<file path="src/rtl/uart_recv_pkg.sv">
// uart_recv_pkg: definitions shared by the UART receive/transmit path.
//   - default clock and line rate
//   - 3-bit receiver state encoding (PARITY only exists with UART_RECV_PARITY_EN)
//   - clock-cycles-per-bit helper (integer-truncated CLK_HZ/BAUD)
package uart_recv_pkg;

  localparam int unsigned DEFAULT_CLK_HZ = 12000000;
  localparam int unsigned DEFAULT_BAUD   = 115200;

  typedef enum logic [2:0] {
    ST_IDLE      = 3'd0,
    ST_START     = 3'd1,
    ST_DATA      = 3'd2,
`ifdef UART_RECV_PARITY_EN
    ST_PARITY    = 3'd3,
`endif
    ST_STOP      = 3'd4,
    ST_WAIT_HIGH = 3'd5
  } state_e;

  function automatic int unsigned clks_per_bit(input int unsigned clk_hz,
                                               input int unsigned baud);
    return clk_hz / baud;
  endfunction

endpackage

</file>
<file path="src/rtl/uart_recv_sync_2ff.sv">
// sync_2ff: two-flop synchroniser for an asynchronous single-bit input.
// Both flops reset to RST_VAL (1 for an idle-high UART line).
// Ports:
//   clk_i  in  1  clock
//   rst_i  in  1  synchronous active-high reset
//   d_i    in  1  asynchronous input
//   q_o    out 1  synchronised output
module sync_2ff #(
  parameter logic RST_VAL = 1'b1
) (
  input  logic clk_i,
  input  logic rst_i,
  input  logic d_i,
  output logic q_o
);

  logic meta_q;
  logic sync_q;

  always_ff @(posedge clk_i) begin
    if (rst_i) begin
      meta_q <= RST_VAL;
      sync_q <= RST_VAL;
    end else begin
      meta_q <= d_i;
      sync_q <= meta_q;
    end
  end

  assign q_o = sync_q;

endmodule

</file>
<file path="src/rtl/uart_recv.sv">
// uart_recv: UART receiver, 8N1 (or 8E1 with UART_RECV_PARITY_EN defined).
// Ports:
//   CLK         in  1  system clock, rising edge
//   rst         in  1  synchronous active-high reset
//   rx          in  1  asynchronous serial line, idles high
//   data        out 8  last good byte, held until the next good byte
//   valid       out 1  one-cycle pulse, data is new
//   frame_err   out 1  one-cycle pulse, stop bit sampled low
//   parity_err  out 1  one-cycle pulse, parity mismatch (0 without the macro)
//   busy        out 1  high while a frame is in progress (incl. strobe cycle)
// Optional feature macro: UART_RECV_PARITY_EN (even parity bit after data).
module uart_recv
  import uart_recv_pkg::*;
#(
  parameter int unsigned CLK_HZ = DEFAULT_CLK_HZ,
  parameter int unsigned BAUD   = DEFAULT_BAUD
) (
  input  logic       CLK,
  input  logic       rst,
  input  logic       rx,
  output logic [7:0] data,
  output logic       valid,
  output logic       frame_err,
  output logic       parity_err,
  output logic       busy
);

  localparam int unsigned CLKS_PER_BIT = clks_per_bit(CLK_HZ, BAUD);
  localparam int unsigned HALF_BIT     = CLKS_PER_BIT / 2;
  localparam int unsigned CNT_W        = $clog2(CLKS_PER_BIT);

  // Counters count down to zero and sample on the zero cycle, so loads are N-1.
  localparam logic [CNT_W-1:0] HALF_LOAD = CNT_W'(HALF_BIT - 1);
  localparam logic [CNT_W-1:0] BIT_LOAD  = CNT_W'(CLKS_PER_BIT - 1);

  logic             rxs;
  state_e           state_q;
  logic [CNT_W-1:0] cnt_q;
  logic [2:0]       bit_q;
  logic [7:0]       shift_q;
  logic [7:0]       data_q;
  logic             valid_q;
  logic             frame_err_q;
  logic             busy_q;
`ifdef UART_RECV_PARITY_EN
  logic             par_bad_q;
  logic             par_err_q;
`endif

  sync_2ff #(
    .RST_VAL(1'b1)
  ) u_sync (
    .clk_i(CLK),
    .rst_i(rst),
    .d_i  (rx),
    .q_o  (rxs)
  );

  always_ff @(posedge CLK) begin
    if (rst) begin
      state_q     <= ST_IDLE;
      cnt_q       <= '0;
      bit_q       <= '0;
      shift_q     <= '0;
      data_q      <= '0;
      valid_q     <= 1'b0;
      frame_err_q <= 1'b0;
      busy_q      <= 1'b0;
`ifdef UART_RECV_PARITY_EN
      par_bad_q   <= 1'b0;
      par_err_q   <= 1'b0;
`endif
    end else begin
      valid_q     <= 1'b0;
      frame_err_q <= 1'b0;
`ifdef UART_RECV_PARITY_EN
      par_err_q   <= 1'b0;
`endif
      case (state_q)
        // busy follows the start detection; stays low otherwise, which also
        // ends the strobe cycle's busy after a completed frame.
        ST_IDLE: begin
          if (!rxs) begin
            cnt_q   <= HALF_LOAD;
            state_q <= ST_START;
            busy_q  <= 1'b1;
          end else begin
            busy_q  <= 1'b0;
          end
        end
        ST_START: begin
          if (cnt_q != '0) begin
            cnt_q <= cnt_q - 1'b1;
          end else if (!rxs) begin
            cnt_q   <= BIT_LOAD;
            bit_q   <= '0;
            state_q <= ST_DATA;
          end else begin
            state_q <= ST_IDLE;
            busy_q  <= 1'b0;
          end
        end
        ST_DATA: begin
          if (cnt_q != '0) begin
            cnt_q <= cnt_q - 1'b1;
          end else begin
            shift_q <= {rxs, shift_q[7:1]};
            cnt_q   <= BIT_LOAD;
            bit_q   <= bit_q + 1'b1;
            if (bit_q == 3'd7) begin
`ifdef UART_RECV_PARITY_EN
              state_q <= ST_PARITY;
`else
              state_q <= ST_STOP;
`endif
            end
          end
        end
`ifdef UART_RECV_PARITY_EN
        ST_PARITY: begin
          if (cnt_q != '0) begin
            cnt_q <= cnt_q - 1'b1;
          end else begin
            par_bad_q <= (rxs != ^shift_q);
            cnt_q     <= BIT_LOAD;
            state_q   <= ST_STOP;
          end
        end
`endif
        // Completion returns to IDLE in the strobe cycle with busy still high,
        // so a back-to-back start edge is caught on the very next cycle.
        ST_STOP: begin
          if (cnt_q != '0) begin
            cnt_q <= cnt_q - 1'b1;
          end else if (rxs) begin
            state_q <= ST_IDLE;
`ifdef UART_RECV_PARITY_EN
            if (par_bad_q) begin
              par_err_q <= 1'b1;
            end else begin
              data_q  <= shift_q;
              valid_q <= 1'b1;
            end
`else
            data_q  <= shift_q;
            valid_q <= 1'b1;
`endif
          end else begin
            frame_err_q <= 1'b1;
            state_q     <= ST_WAIT_HIGH;
          end
        end
        // A held-low line (break) must not be re-read as 0x00 frames.
        ST_WAIT_HIGH: begin
          if (rxs) begin
            state_q <= ST_IDLE;
            busy_q  <= 1'b0;
          end
        end
        default: begin
          state_q <= ST_IDLE;
          busy_q  <= 1'b0;
        end
      endcase
    end
  end

  assign data      = data_q;
  assign valid     = valid_q;
  assign frame_err = frame_err_q;
  assign busy      = busy_q;
`ifdef UART_RECV_PARITY_EN
  assign parity_err = par_err_q;
`else
  assign parity_err = 1'b0;
`endif

endmodule
</file>
<file path="config.mk">
export PLATFORM = sky130hd
export DESIGN_NAME = uart_recv
export DESIGN_NICKNAME = d
export VERILOG_FILES = /design/src/rtl/uart_recv_pkg.sv /design/src/rtl/uart_recv_sync_2ff.sv /design/src/rtl/uart_recv.sv
export SDC_FILE = /design/constraint.sdc
export NUM_CORES = 1
export LEC_CHECK = 0
export ABC_CLOCK_PERIOD_IN_PS = 4600
export BUFFER_PORTS_ARGS = -buffer_cell sky130_fd_sc_hd__buf_2
export CORE_MARGIN = 2
export CORE_UTILIZATION = 57
export CTS_BUF_LIST = sky130_fd_sc_hd__clkbuf_2 sky130_fd_sc_hd__clkbuf_4 sky130_fd_sc_hd__clkbuf_8
export DETAILED_ROUTE_END_ITERATION = 8
export MAX_ROUTING_LAYER = met4
export PLACE_DENSITY = 0.84
export RECOVER_POWER = 25
export SLEW_MARGIN = 20
export SYNTH_ARGS = -nofsm -noshare
export SYNTH_HDL_FRONTEND = slang
export SYNTH_SLANG_ARGS = --single-unit
</file>
<file path="constraint.sdc">
create_clock -name CLK -period 4.6 [get_ports CLK]
set_input_delay 0.46 -clock CLK [delete_from_list [all_inputs] [get_ports CLK]]
set_output_delay 0.46 -clock CLK [all_outputs]
set_load 0.005 [all_outputs]
</file>
# Yosys cells after proc, flatten, opt, wreduce, memory -nomap -nowiden
# Cells that the tools add are included.
# W data, S select, Z words.
dict set report op_classes {
  shift 0
  addsub 2
  n_eq_ne 14
  order_cmp 0
  muxes 24
  n_reduce_logical 12
  div 0
  mul 0
  n_bitwise 3
}
# op n
set op_table {}
lappend op_table {{$mux W7} 5}
lappend op_table {{$mux W3} 10}
lappend op_table {{$pmux W7 S4} 1}
lappend op_table {{$pmux W3 S5} 1}
lappend op_table {{$ne A2 B2 Y1 const B} 7}
lappend op_table {{$eq A3 B3 Y1 const B} 3}
lappend op_table {{$reduce_and A4 Y1} 2}
lappend op_table {{$reduce_bool A7 Y1} 1}
lappend op_table {{$sub A7 B1 Y7 const B} 1}
lappend op_table {{$pmux W3 S2} 1}
lappend op_table {{$reduce_and A6 Y1} 1}
lappend op_table {{$mux W1} 4}
lappend op_table {{$pmux W1 S4} 1}
lappend op_table {{$reduce_and A2 Y1} 2}
lappend op_table {{$reduce_bool A4 Y1} 1}
lappend op_table {{$add A3 B1 Y3 const B} 1}
lappend op_table {{$eq A3 B1 Y1 const B} 1}
lappend op_table {{$eq A3 B2 Y1 const B} 1}
lappend op_table {{$logic_not A3 Y1} 1}
lappend op_table {{$ne A3 B3 Y1 const B} 1}
lappend op_table {{$not A1 Y1} 3}
lappend op_table {{$reduce_and A3 Y1} 1}
lappend op_table {{$reduce_or A3 Y1} 1}
lappend op_table {{$mux W2} 1}
lappend op_table {{other kinds (3)} 3}
dict set report totals {
  mem_count 0
  regBits 34
  ram_bits 0
  out_inout_bits 12
  romBits 0
  elab_cells 65
  input_bits 3
  latch_bits 0
}

# Longest topological paths before layout
# Gate-level depths: netlist of the first run.
dict set report depth {
  depth_word 4
  depth_mapped 8
  ltp_nobuf 6
}

# Hierarchy
# Synthesis of the first run repeated with hierarchy kept, for this count alone.
dict set report unflattened {
  hier_cells 189
  area_unflattened_um2 1736.7
}
# mod cells_each area_per_inst_um2 seq_area_each_um2 instances
set by_module_without_submodules {}
lappend by_module_without_submodules {uart_recv 185 1684.1 640.6 1}
lappend by_module_without_submodules {sync_2ff 4 52.6 40.0 1}

# Worst setup path before layout of the first run
# OpenSTA, ideal clock, no wires.
dict set report synth_timing {
  kind {reg-to-reg}
  start {register cnt_q[0]}
  end {register cnt_q[6]}
  synth_period_minus_slack_ps 1712
  setup_slack_ps 2888
  required_ps 4521
  t_arrival_ps 1632
  path_buffers 0
  path_stages_with_launch 7
  setup_time_ps 79
  cell_sequence {dfxtp_1 > inv_1 > ha_1 > or4b_4 > o211a_1 > o221a_1 > a211oi_2}
}
dict set report synth_via {
  elab_chain_len 3
  elab_cells_between_ends 9
  cone_classes {add/sub (1); eq/ne (2); mux (4); reduce/logical (2)}
}
# item line
set synth_lines {}
lappend synth_lines {{start: declaration} uart_recv.sv:38} ;# logic [CNT_W-1:0] cnt_q;
lappend synth_lines {{start signal: assignment} uart_recv.sv:93} ;# cnt_q <= cnt_q - 1'b1;
lappend synth_lines {{start signal: assignment} uart_recv.sv:105} ;# cnt_q <= cnt_q - 1'b1;
lappend synth_lines {{start signal: assignment} uart_recv.sv:134} ;# cnt_q <= cnt_q - 1'b1;
lappend synth_lines {{$sub A7 B1 Y7 or $reduce_bool A7 Y1 (tied branches)} --}
lappend synth_lines {{$mux W7, or another cell as far along} uart_recv.sv:133} ;# if (cnt_q != '0) begin
lappend synth_lines {{$pmux W7 S4 or $reduce_and A4 Y1 (tied branches)} --}
# Parallel ways exist; a longest one is shown, timed or not. The select of a mux whose other input is x is not followed.
# A chain may end at the register's enable or synchronous reset.

# Worst setup path in the final report of the first run
dict set report layout_timing {
  start {register cnt_q[0]}
  end {register data_q[7] (netlist: data[7])}
}
dict set report layout_via {
  elab_chain_len 3
}
# item line
set layout_lines {}
lappend layout_lines {{$reduce_bool A7 Y1} uart_recv.sv:133}
lappend layout_lines {{$not A1 Y1 (no line)} --}
lappend layout_lines {{$reduce_and A3 Y1 (no line)} --}
lappend layout_lines {{end signal: assignment} uart_recv.sv:145} ;# data_q <= shift_q;
lappend layout_lines {{end: declaration} uart_recv.sv:41} ;# logic [7:0] data_q;
# No other way between the ends.

==> results of run 1 <==
## logic make-up after synthesis
kind of cell             share of synthesized area (%)
buffers and inverters                             5.75
other                                            0.218
adder cells (fa/ha/maj)                           2.91
AND/OR/NAND/NOR                                   21.3
XOR/XNOR                                          1.02
multiplexers                                      9.90
AO/OA/AOI/OAI                                     19.3
flip-flops                                        39.6
## metal layers
layer	GRT usage (%)	vias to the layer above	share of wire, %
met5	-	-	0
met4	9.74	0	1.4
met3	5.27	4	6.1
met2	35.9	62	48
met1	30.0	674	44
li1	-	714	-
## area by class of cell
type	count	area, µm²
Multi-Input combinational cell	137	940
Clock inverter	3	68.8
Clock buffer	5	37.5
Inverter	5	18.8
Sequential cell	34	681
Timing Repair Buffer	13	60.1
Tap cell	31	38.8
Fill cell	226	961
## power by group
group	switching (mW)	internal, mW	leakage (nW)
registers	0.0477	0.324	0.275
clock network	0.106	0.170	0.0554
logic	0.251	0.160	0.426
total	0.404	0.654	0.756
## sequential cells by signal (all words and copies together), names as in the netlist
| signal | cells |
|---|---|
| u_sync.meta_q | 1 |
| cnt_q | 7 |
| u_sync.q_o | 1 |
| frame_err | 1 |
| bit_q | 3 |
| data | 8 |
| state_q | 3 |
| busy | 1 |
| shift_q | 8 |
| valid | 1 |
## worst paths after layout
| path | from | end | slack, ns | cells past startpoint |
|---|---|---|---|---|
| setup / recovery | cnt_q[0] | data[7] | 1.67 | 6 |
| setup reg to reg | cnt_q[0] | data[7] | 1.67 | 6 |
| hold reg to reg | u_sync.meta_q | u_sync.q_o | 0.43 | 1 |
| hold / removal | rx | u_sync.meta_q | 0.30 | 2 |
## cell usage in the layout, fill, tap and decap left out, types with 3 or more instances in the layout
cell and n:
nand2_1 4, a311oi_1 5, buf_2 9, nand2b_1 4, nand3_1 3, dfxtp_1 34, mux2i_1 17, a21oi_1 6
ha_1 4, clkbuf_4 5, inv_1 5, a31oi_1 5, nor2b_1 4, nor3b_1 3, o21ai_0 6, nand4_1 3
a22oi_1 4, nor2_1 29, clkbuf_1 4, nor3_1 7
==> impl_metrics.py, run 1 <==
metrics = {
    "timing": {
        "fin_skew_ns": 0.0113,
        "slew_viol_final": 0,
        "clock.fmax_mhz": 341,
        "finalHoldViolCount": 0,
        "layout_setup_ws_ns": 1.67,
        "tightest_slew_ns": 1.49,
        "period_minus_slack_ns": 2.93,
        "rsz0062_at_grt": "false",
        "hold_ws_ns": 0.304,
        "fin_crit_sh_pct": 63.7,
        "finalSetupViolations": 0,
        "relSlewSlack_pct": 0.872,
        "timing.setup.tns_ns": 0,
    },
    "grt": {
        "grt_util_all_layers_pct": 23.5,
        "grt_max_degree": 37,
        "grt_pass1_vias": 1338,
        "grt_pass1_wl_um": 6000,
        "antenna_found_initial": 0,
        "grt.overflow.total": 0,
    },
    "logic_synthesis": {
        "synth_edf_count": 0,
        "syn-num-nets": 198,
        "synth.cell_area_um2": 1720,
        "yosysMostFrequentCell": "dfxtp_1",
        "yosys.area.top_type_share_pct": 39.6,
        "synthTopCellsByCount": "dfxtp_1, nor2_1, mux2i_1",
        "yosysTopAreaCell": "dfxtp_1",
        "synth-seq-area-share_pct": 39.6,
        "synth_cells": 191,
        "yosysUniqueCellTypes": 47,
        "synth_top_cells_by_area": "dfxtp_1, mux2i_1, nor2_1, ha_1, a311oi_1",
        "synthArstFlopShare_pct": 0,
        "yosysWarnings": 0,
        "synth-seq-cells": 34,
        "syn_area_per_cell_um2": 9.00,
        "synth_ff_type": "dfxtp_1",
    },
    "setup_path": {
        "cp_max_fo": 15,
        "max_stage_delay_ns": 0.89,
        "worstPathRequired_ns": 4.77,
        "crit_type": "reg2reg",
        "endpoint_kind": "register",
        "critPathArrivalTime_ns": 3.10,
        "critPathBufInv": 1,
        "path_delay_family": "simple AND/OR/NAND/NOR gates",
        "path_cells": "inv_1 -> ha_1 -> nor4b_2 -> nand4_1 -> mux2i_1 -> nor2_1",
        "crit_slowest_cell": "nor4b_2",
        "cp-start-kind": "register",
    },
    "finish": {
        "diodes": 0,
        "drive_above_1_share_pct": 12.7,
        "fin_nets": 203,
        "post_layout_nonfiller_instances": 228,
        "finish.instance_area_um2": 1840,
        "utilization_pct": 65.7,
        "syn_to_final_growth_pct": 7.28,
    },
    "floorplan": {
        "fp.dieH_um": 58.9,
        "start_util_pct": 61.3,
        "io_pins": 15,
        "die_w_um": 58.9,
        "num_rows": 19,
        "fp.coreArea_um2": 2810,
        "dieArea_um2": 3470,
    },
    "power_and_ir_drop": {
        "ir_worst_vdd_mv": 0.443,
        "finalPower_mw": 1.06,
        "power.leakage_nw": 0.756,
        "cellPowerDensity_nw_per_um2": 574,
    },
    "outcome": {
        "status": "complete, but fails checks",
        "violations": "design-rule violations, max-capacitance violations",
    },
    "placement": {
        "place_area_um2": 1740,
        "post-dp-hpwl_um": 2330,
        "gp_congestion": 0.925,
        "dp_slack_ns": 1.77,
        "port_buffers": 13,
        "placed_cells": 220,
    },
    "routing": {
        "drt_iter0_drc": 93,
        "drtPass1Iterations": 6,
        "wirelength_um": 3460,
        "num_vias": 1454,
        "wl_per_cell_um": 15.2,
        "avgViaCountPerCell": 6.38,
        "ant_nets": 0,
        "drc": 1,
    },
    "clock_network": {
        "cts_buffers": 5,
        "htreeDepth": 2,
        "clk_pin_slew_ns": 0.11,
        "clk_path_buf_depth": 2,
        "cts_root_buf": "clkbuf_4",
        "clock_latency_ns": 0.34,
        "post_cts_buffers": 0,
        "cts_tree": "built",
        "cts_hold_buf": 0,
        "clock-sinks": 34,
        "post_cts_resized": 0,
    },
    "min_path": {
        "hp-class": "in2reg",
    },
    "run": {
        "max-cap-violations": 1,
    },
}
No activity file was read; power rests on OpenSTA's default activity.
==> inputs of run 2 (changes only) <==
- ABC_AREA: default -> 1
- ABC_CLOCK_PERIOD_IN_PS: 4600 -> 2600
- CORE_UTILIZATION: 57 -> 55
- PLACE_DENSITY: 0.84 -> 0.85
- clock period: 4.6 -> 2.6 ns (I/O delays scaled with it)
==> impl_metrics.py, run 2 <==
metrics = {
    "clock_network": {
        "cts_tree": "built",
        "cts_hold_buf": 0,
        "clk_path_buf_depth": 2,
        "clock-sinks": 34,
        "htreeDepth": 2,
        "cts_root_buf": "clkbuf_4",
        "cts_buffers": 5,
        "post_cts_buffers": 0,
        "clk_pin_slew_ns": 0.11,
        "post_cts_resized": 0,
        "clock_latency_ns": 0.34,
    },
    "setup_path": {
        "path_delay_family": "simple AND/OR/NAND/NOR gates",
        "max_stage_delay_ns": 0.46,
        "cp_max_fo": 12,
        "endpoint_kind": "register",
        "reg2reg_to": "shift_q[5]",
        "crit_slowest_cell": "nor2_1",
        "reg2reg_depth": 9,
        "worstPathRequired_ns": 2.85,
        "critPathBufInv": 3,
        "crit_path_frequent_cell": "nor2_1",
        "crit_type": "reg2reg",
        "r2r_start": "cnt_q[0]",
        "cp-start-kind": "register",
        "critPathArrivalTime_ns": 2.24,
        "worst-r2r-setup-slack_ns": 0.61,
        "path_cells": "inv_1 -> ha_1 -> inv_1 -> nor2_1 -> nand3_4 -> nor2_1 -> inv_1 -> nor2_1 -> nor2_1",
    },
    "timing": {
        "timing.setup.tns_ns": 0,
        "fin_skew_ns": 0.00823,
        "finalSetupViolations": 0,
        "tightest_slew_ns": 0.937,
        "layout_setup_ws_ns": 0.607,
        "slew_viol_final": 0,
        "hold_ws_ns": 0.103,
        "fin_crit_sh_pct": 76.7,
        "relSlewSlack_pct": 37.6,
        "finalHoldViolCount": 0,
        "rsz0062_at_grt": "false",
        "period_minus_slack_ns": 1.99,
        "clock.fmax_mhz": 502,
    },
    "floorplan": {
        "dieArea_um2": 3350,
        "fp.coreArea_um2": 2760,
        "num_rows": 19,
        "fp.dieH_um": 57.9,
        "io_pins": 15,
        "start_util_pct": 57.9,
        "die_w_um": 57.9,
    },
    "logic_synthesis": {
        "yosysUniqueCellTypes": 25,
        "synth_top_cells_by_area": "dfxtp_1, nand2_1, nor2_1, a21oi_1, o21ai_0",
        "synth.cell_area_um2": 1600,
        "synth-seq-area-share_pct": 42.6,
        "synthTopCellsByCount": "nand2_1, nor2_1, dfxtp_1",
        "synth_cells": 215,
        "yosysTopAreaCell": "dfxtp_1",
        "yosys.area.top_type_share_pct": 42.6,
        "synth_ff_type": "dfxtp_1",
        "syn_area_per_cell_um2": 7.43,
        "yosysWarnings": 0,
        "syn-num-nets": 222,
        "synth-seq-cells": 34,
        "synth_edf_count": 0,
        "synthArstFlopShare_pct": 0,
    },
    "min_path": {
        "hold_depth": 2,
        "worstHoldStart": "rx",
        "hp-class": "in2reg",
        "worstHoldEndpoint": "u_sync.meta_q",
    },
    "finish": {
        "fin_nets": 236,
        "fillers": 249,
        "final_cell_mix": "nor2_1, nand2_1, dfxtp_1",
        "ff_latch_area_um2": 681,
        "drive_above_1_share_pct": 15.7,
        "syn_to_final_growth_pct": 10.9,
        "multi_input_area_um2": 815,
        "diodes": 0,
    },
    "routing": {
        "drc": 0,
        "wl_per_cell_um": 11.3,
        "avgViaCountPerCell": 5.25,
        "ant_nets": 0,
        "drtPass1Iterations": 4,
        "drt_iter0_drc": 56,
        "wirelength_um": 2940,
        "num_vias": 1371,
    },
    "power_and_ir_drop": {
        "finalPower_mw": 1.75,
        "cellPowerDensity_nw_per_um2": 988,
        "power.leakage_nw": 0.790,
        "ir_worst_vdd_mv": 0.721,
    },
    "grt": {
        "grt_util_all_layers_pct": 21.0,
        "grt_pass1_vias": 1220,
        "grt_pass1_wl_um": 5310,
        "antenna_found_initial": 0,
        "grt.overflow.total": 0,
        "grt_max_degree": 22,
    },
    "placement": {
        "port_buffers": 13,
        "dp_slack_ns": 0.599,
        "gp_congestion": 0.897,
        "post-dp-hpwl_um": 2150,
    },
    "outcome": {
        "status": "finished clean",
    },
    "run": {
        "max-cap-violations": 0,
    },
}
## run 2: routing by layer
metal | track usage, % | share of wire (%) | vias up
li1 | - | - | 727
met1 | 28.0 | 48 | 603
met5 | - | 0 | -
met4 | 5.98 | 1.3 | 0
met3 | 6.03 | 5.0 | 6
met2 | 31.3 | 45 | 35
## run 2: power breakdown
| group | switching, mW | total (mW) | leakage, nW | internal, mW |
|---|---|---|---|---|
| combinational | 0.411 | 0.632 | 0.459 | 0.221 |
| sequential | 0.0574 | 0.630 | 0.276 | 0.573 |
| clock | 0.186 | 0.487 | 0.0554 | 0.301 |
| total | 0.654 | 1.75 | 0.790 | 1.09 |
## run 2: metrics by stage
step	util, %	cell area (µm²)	std cells
floorplan	-	1600	215
global placement	60.6	1670	253
detailed placement	60.6	1670	253
CTS	64.4	1780	261
global route	64.2	1770	261
finish	64.2	1770	261
## run 2: area by class of cell
type / count / area share [%]
multi-input cells: 156 / 46.0
well taps: 31 / 2.19
clock buffers: 5 / 2.12
repair buffers: 13 / 3.32
flip-flops and latches: 34 / 38.4
inverters: 19 / 4.03
clock inverters: 3 / 3.89
## run 2: worst max path at each step
| stage | depth (start not counted) | start | slack, ns | endpoint |
|---|---|---|---|---|
| finish | 9 | cnt_q[0] | 0.61 | shift_q[5] |
| global route | 9 | cnt_q[0] | 0.22 | shift_q[5] |
| CTS | 9 | cnt_q[0] | 0.60 | shift_q[2] |
| detailed placement | 9 | cnt_q[0] | 0.60 | shift_q[2] |
| global placement | 9 | cnt_q[0] | 0.66 | shift_q[0] |
| floorplan | 9 | cnt_q[0] | 1.12 | data[2] |
## run 2: logic make-up (layout without fill, tap and decap cells)
| kind of cell | Yosys count | after routing | share of synthesized area (%) |
|---|---|---|---|
| simple gates | 108 | 108 | 32.3 |
| compound gates | 39 | 39 | 13.2 |
| flops | 34 | 34 | 42.6 |
| buf+inv | 25 | 40 | 6.35 |
| fa+ha+maj | 4 | 4 | 3.13 |
| xor+xnor | 4 | 4 | 2.19 |
| other cells | 1 | 1 | 0.235 |
==> inputs of run 3 (changes only) <==
- ABC_AREA: 1 -> 0
- ABC_CLOCK_PERIOD_IN_PS: 2600 -> 2000
- CORE_UTILIZATION: 55 -> 57
- PLACE_DENSITY: 0.85 -> 0.84
- clock period: 2.6 -> 2 ns (I/O delays scaled with it)
==> impl_metrics.py, run 3 (synthesis results as in run 1) <==
metrics = {
    "finish": {
        "multi_input_area_um2": 958,
        "syn_to_final_growth_pct": 13.1,
        "diodes": 0,
        "fin_nets": 217,
        "final_cell_mix": "dfxtp_1, nor2_1, mux2i_1",
        "ff_latch_area_um2": 681,
        "layout_commonest_cell": "dfxtp_1",
        "drive_above_1_share_pct": 20.9,
        "fillers": 228,
    },
    "clock_network": {
        "cts_buffers": 5,
        "clock-sinks": 34,
        "clock_latency_ns": 0.35,
        "cts_root_buf": "clkbuf_4",
        "clk_path_buf_depth": 2,
        "htreeDepth": 2,
        "cts_tree": "built",
        "clk_pin_slew_ns": 0.09,
    },
    "timing": {
        "fin_crit_sh_pct": 95.5,
        "slew_viol_final": 0,
        "clock.fmax_mhz": 524,
        "tightest_slew_ns": 0.615,
        "finalHoldViolCount": 0,
        "hold_ws_ns": 0.0448,
        "period_minus_slack_ns": 1.91,
        "rsz0062_at_grt": "false",
        "relSlewSlack_pct": 59.0,
        "timing.setup.tns_ns": 0,
        "fin_skew_ns": 0.0185,
        "finalSetupViolations": 0,
    },
    "run": {
        "max-cap-violations": 0,
    },
    "setup_path": {
        "path_cells": "inv_1 -> ha_1 -> or4b_4 -> o211a_1 -> o221a_1 -> a211oi_2",
        "path_delay_family": "compound AO/OA/AOI/OAI gates",
        "critPathArrivalTime_ns": 2.17,
        "max_stage_delay_ns": 0.50,
        "cp_max_fo": 4,
        "crit_start": "cnt_q[0]",
        "crit_slowest_cell": "or4b_4",
        "critPathBufInv": 1,
        "r2r_start": "cnt_q[0]",
        "crit_type": "reg2reg",
        "cp-start-kind": "register",
        "endpoint_kind": "register",
        "worstPathRequired_ns": 2.26,
    },
    "routing": {
        "drtPass1Iterations": 6,
        "num_vias": 1559,
        "drc": 1,
        "wirelength_um": 3890,
        "avgViaCountPerCell": 6.44,
        "wl_per_cell_um": 16.1,
        "drt_iter0_drc": 88,
        "ant_nets": 0,
    },
    "outcome": {
        "violations": "design-rule violations",
        "status": "complete, but fails checks",
    },
    "power_and_ir_drop": {
        "finalPower_mw": 2.49,
        "ir_worst_vdd_mv": 1.01,
        "pwr-share-clk_pct": 17.1,
        "switching_share_pct": 40.9,
        "p_int_mw": 1.47,
        "cellPowerDensity_nw_per_um2": 1280,
        "p_seq_share_pct": 34.2,
        "combinationalPowerShare_pct": 48.7,
        "p_sw_mw": 1.02,
        "power.leakage_nw": 0.831,
    },
    "min_path": {
        "worstHoldStart": "rx",
        "hp-class": "in2reg",
    },
    "grt": {
        "grt_pass1_vias": 1388,
        "antenna_found_initial": 0,
        "grt.overflow.total": 0,
        "grt_util_all_layers_pct": 25.7,
        "grt_max_degree": 37,
        "grt_pass1_wl_um": 6450,
    },
    "floorplan": {
        "dieArea_um2": 3470,
        "num_rows": 19,
        "fp.dieH_um": 58.9,
        "fp.coreArea_um2": 2810,
        "start_util_pct": 61.3,
        "die_w_um": 58.9,
        "io_pins": 15,
    },
    "placement": {
        "post-dp-hpwl_um": 2590,
        "gp_congestion": 0.920,
        "port_buffers": 13,
    },
}
## run 3: changes by cell type in the layout (fill, tap and decap cells not counted), moves of 5 or more
cell,previous run,this run
a21oi_1,19,6
a311oi_1,0,5
a31oi_1,0,5
buf_4,0,12
inv_1,16,5
mux2i_1,0,17
nand2_1,36,4
nand3_1,14,3
nor2_1,36,28
o21ai_0,17,6
## run 3: path summary, 6_finish.rpt
path	to	slack, ns	cells past startpoint
worst max-delay path	cnt_q[6]	0.09	6
worst min-delay path	u_sync.meta_q	0.04	2
worst max register to register	cnt_q[6]	0.09	6
worst min register to register	u_sync.q_o	0.42	1
## run 3: layout make-up
cell class	instances	share of cell area, %
Sequential cell	34	35.0
Timing Repair Buffer	27	9.46
Clock inverter	1	0.257
Multi-Input combinational cell	137	49.3
Clock buffer	7	3.02
Inverter	5	0.965
Tap cell	31	1.99
## run 3: repair_timing
item | in CTS | in global routing
endpoints found under the setup margin | 0 | 9
setup buffers | 0 | 1
hold buffers | 0 | 0
resized for setup | 0 | 4
## run 3: power by group through the flow
stage	clock (mW)	combinational, mW	sequential [mW]
finish	0.425	1.21	0.850
global route	0.454	1.32	0.863
CTS	0.424	1.04	0.837
detailed placement	0	1.04	0.853
global placement	0	1.02	0.853
floorplan	0	0.822	0.821
## run 3: layer usage
metal,track usage [%],vias to the layer above,routed length (µm)
li1,-,735,-
met1,32.6,746,1690
met2,38.9,66,1840
met3,5.93,12,279
met4,11.7,0,89
met5,-,-,0
## run 3: metrics by stage
| stage | util [%] | setup slack (ns) | std cells | area (µm²) |
|---|---|---|---|---|
| detailed placement | 65.8 | 0.0568 | 232 | 1850 |
| finish | 69.3 | 0.0904 | 242 | 1940 |
| global placement | 65.8 | 0.105 | 232 | 1850 |
| global route | 69.3 | 0.00620 | 242 | 1940 |
| CTS | 68.1 | 0.0421 | 240 | 1910 |
| floorplan | - | 0.288 | 191 | 1720 |
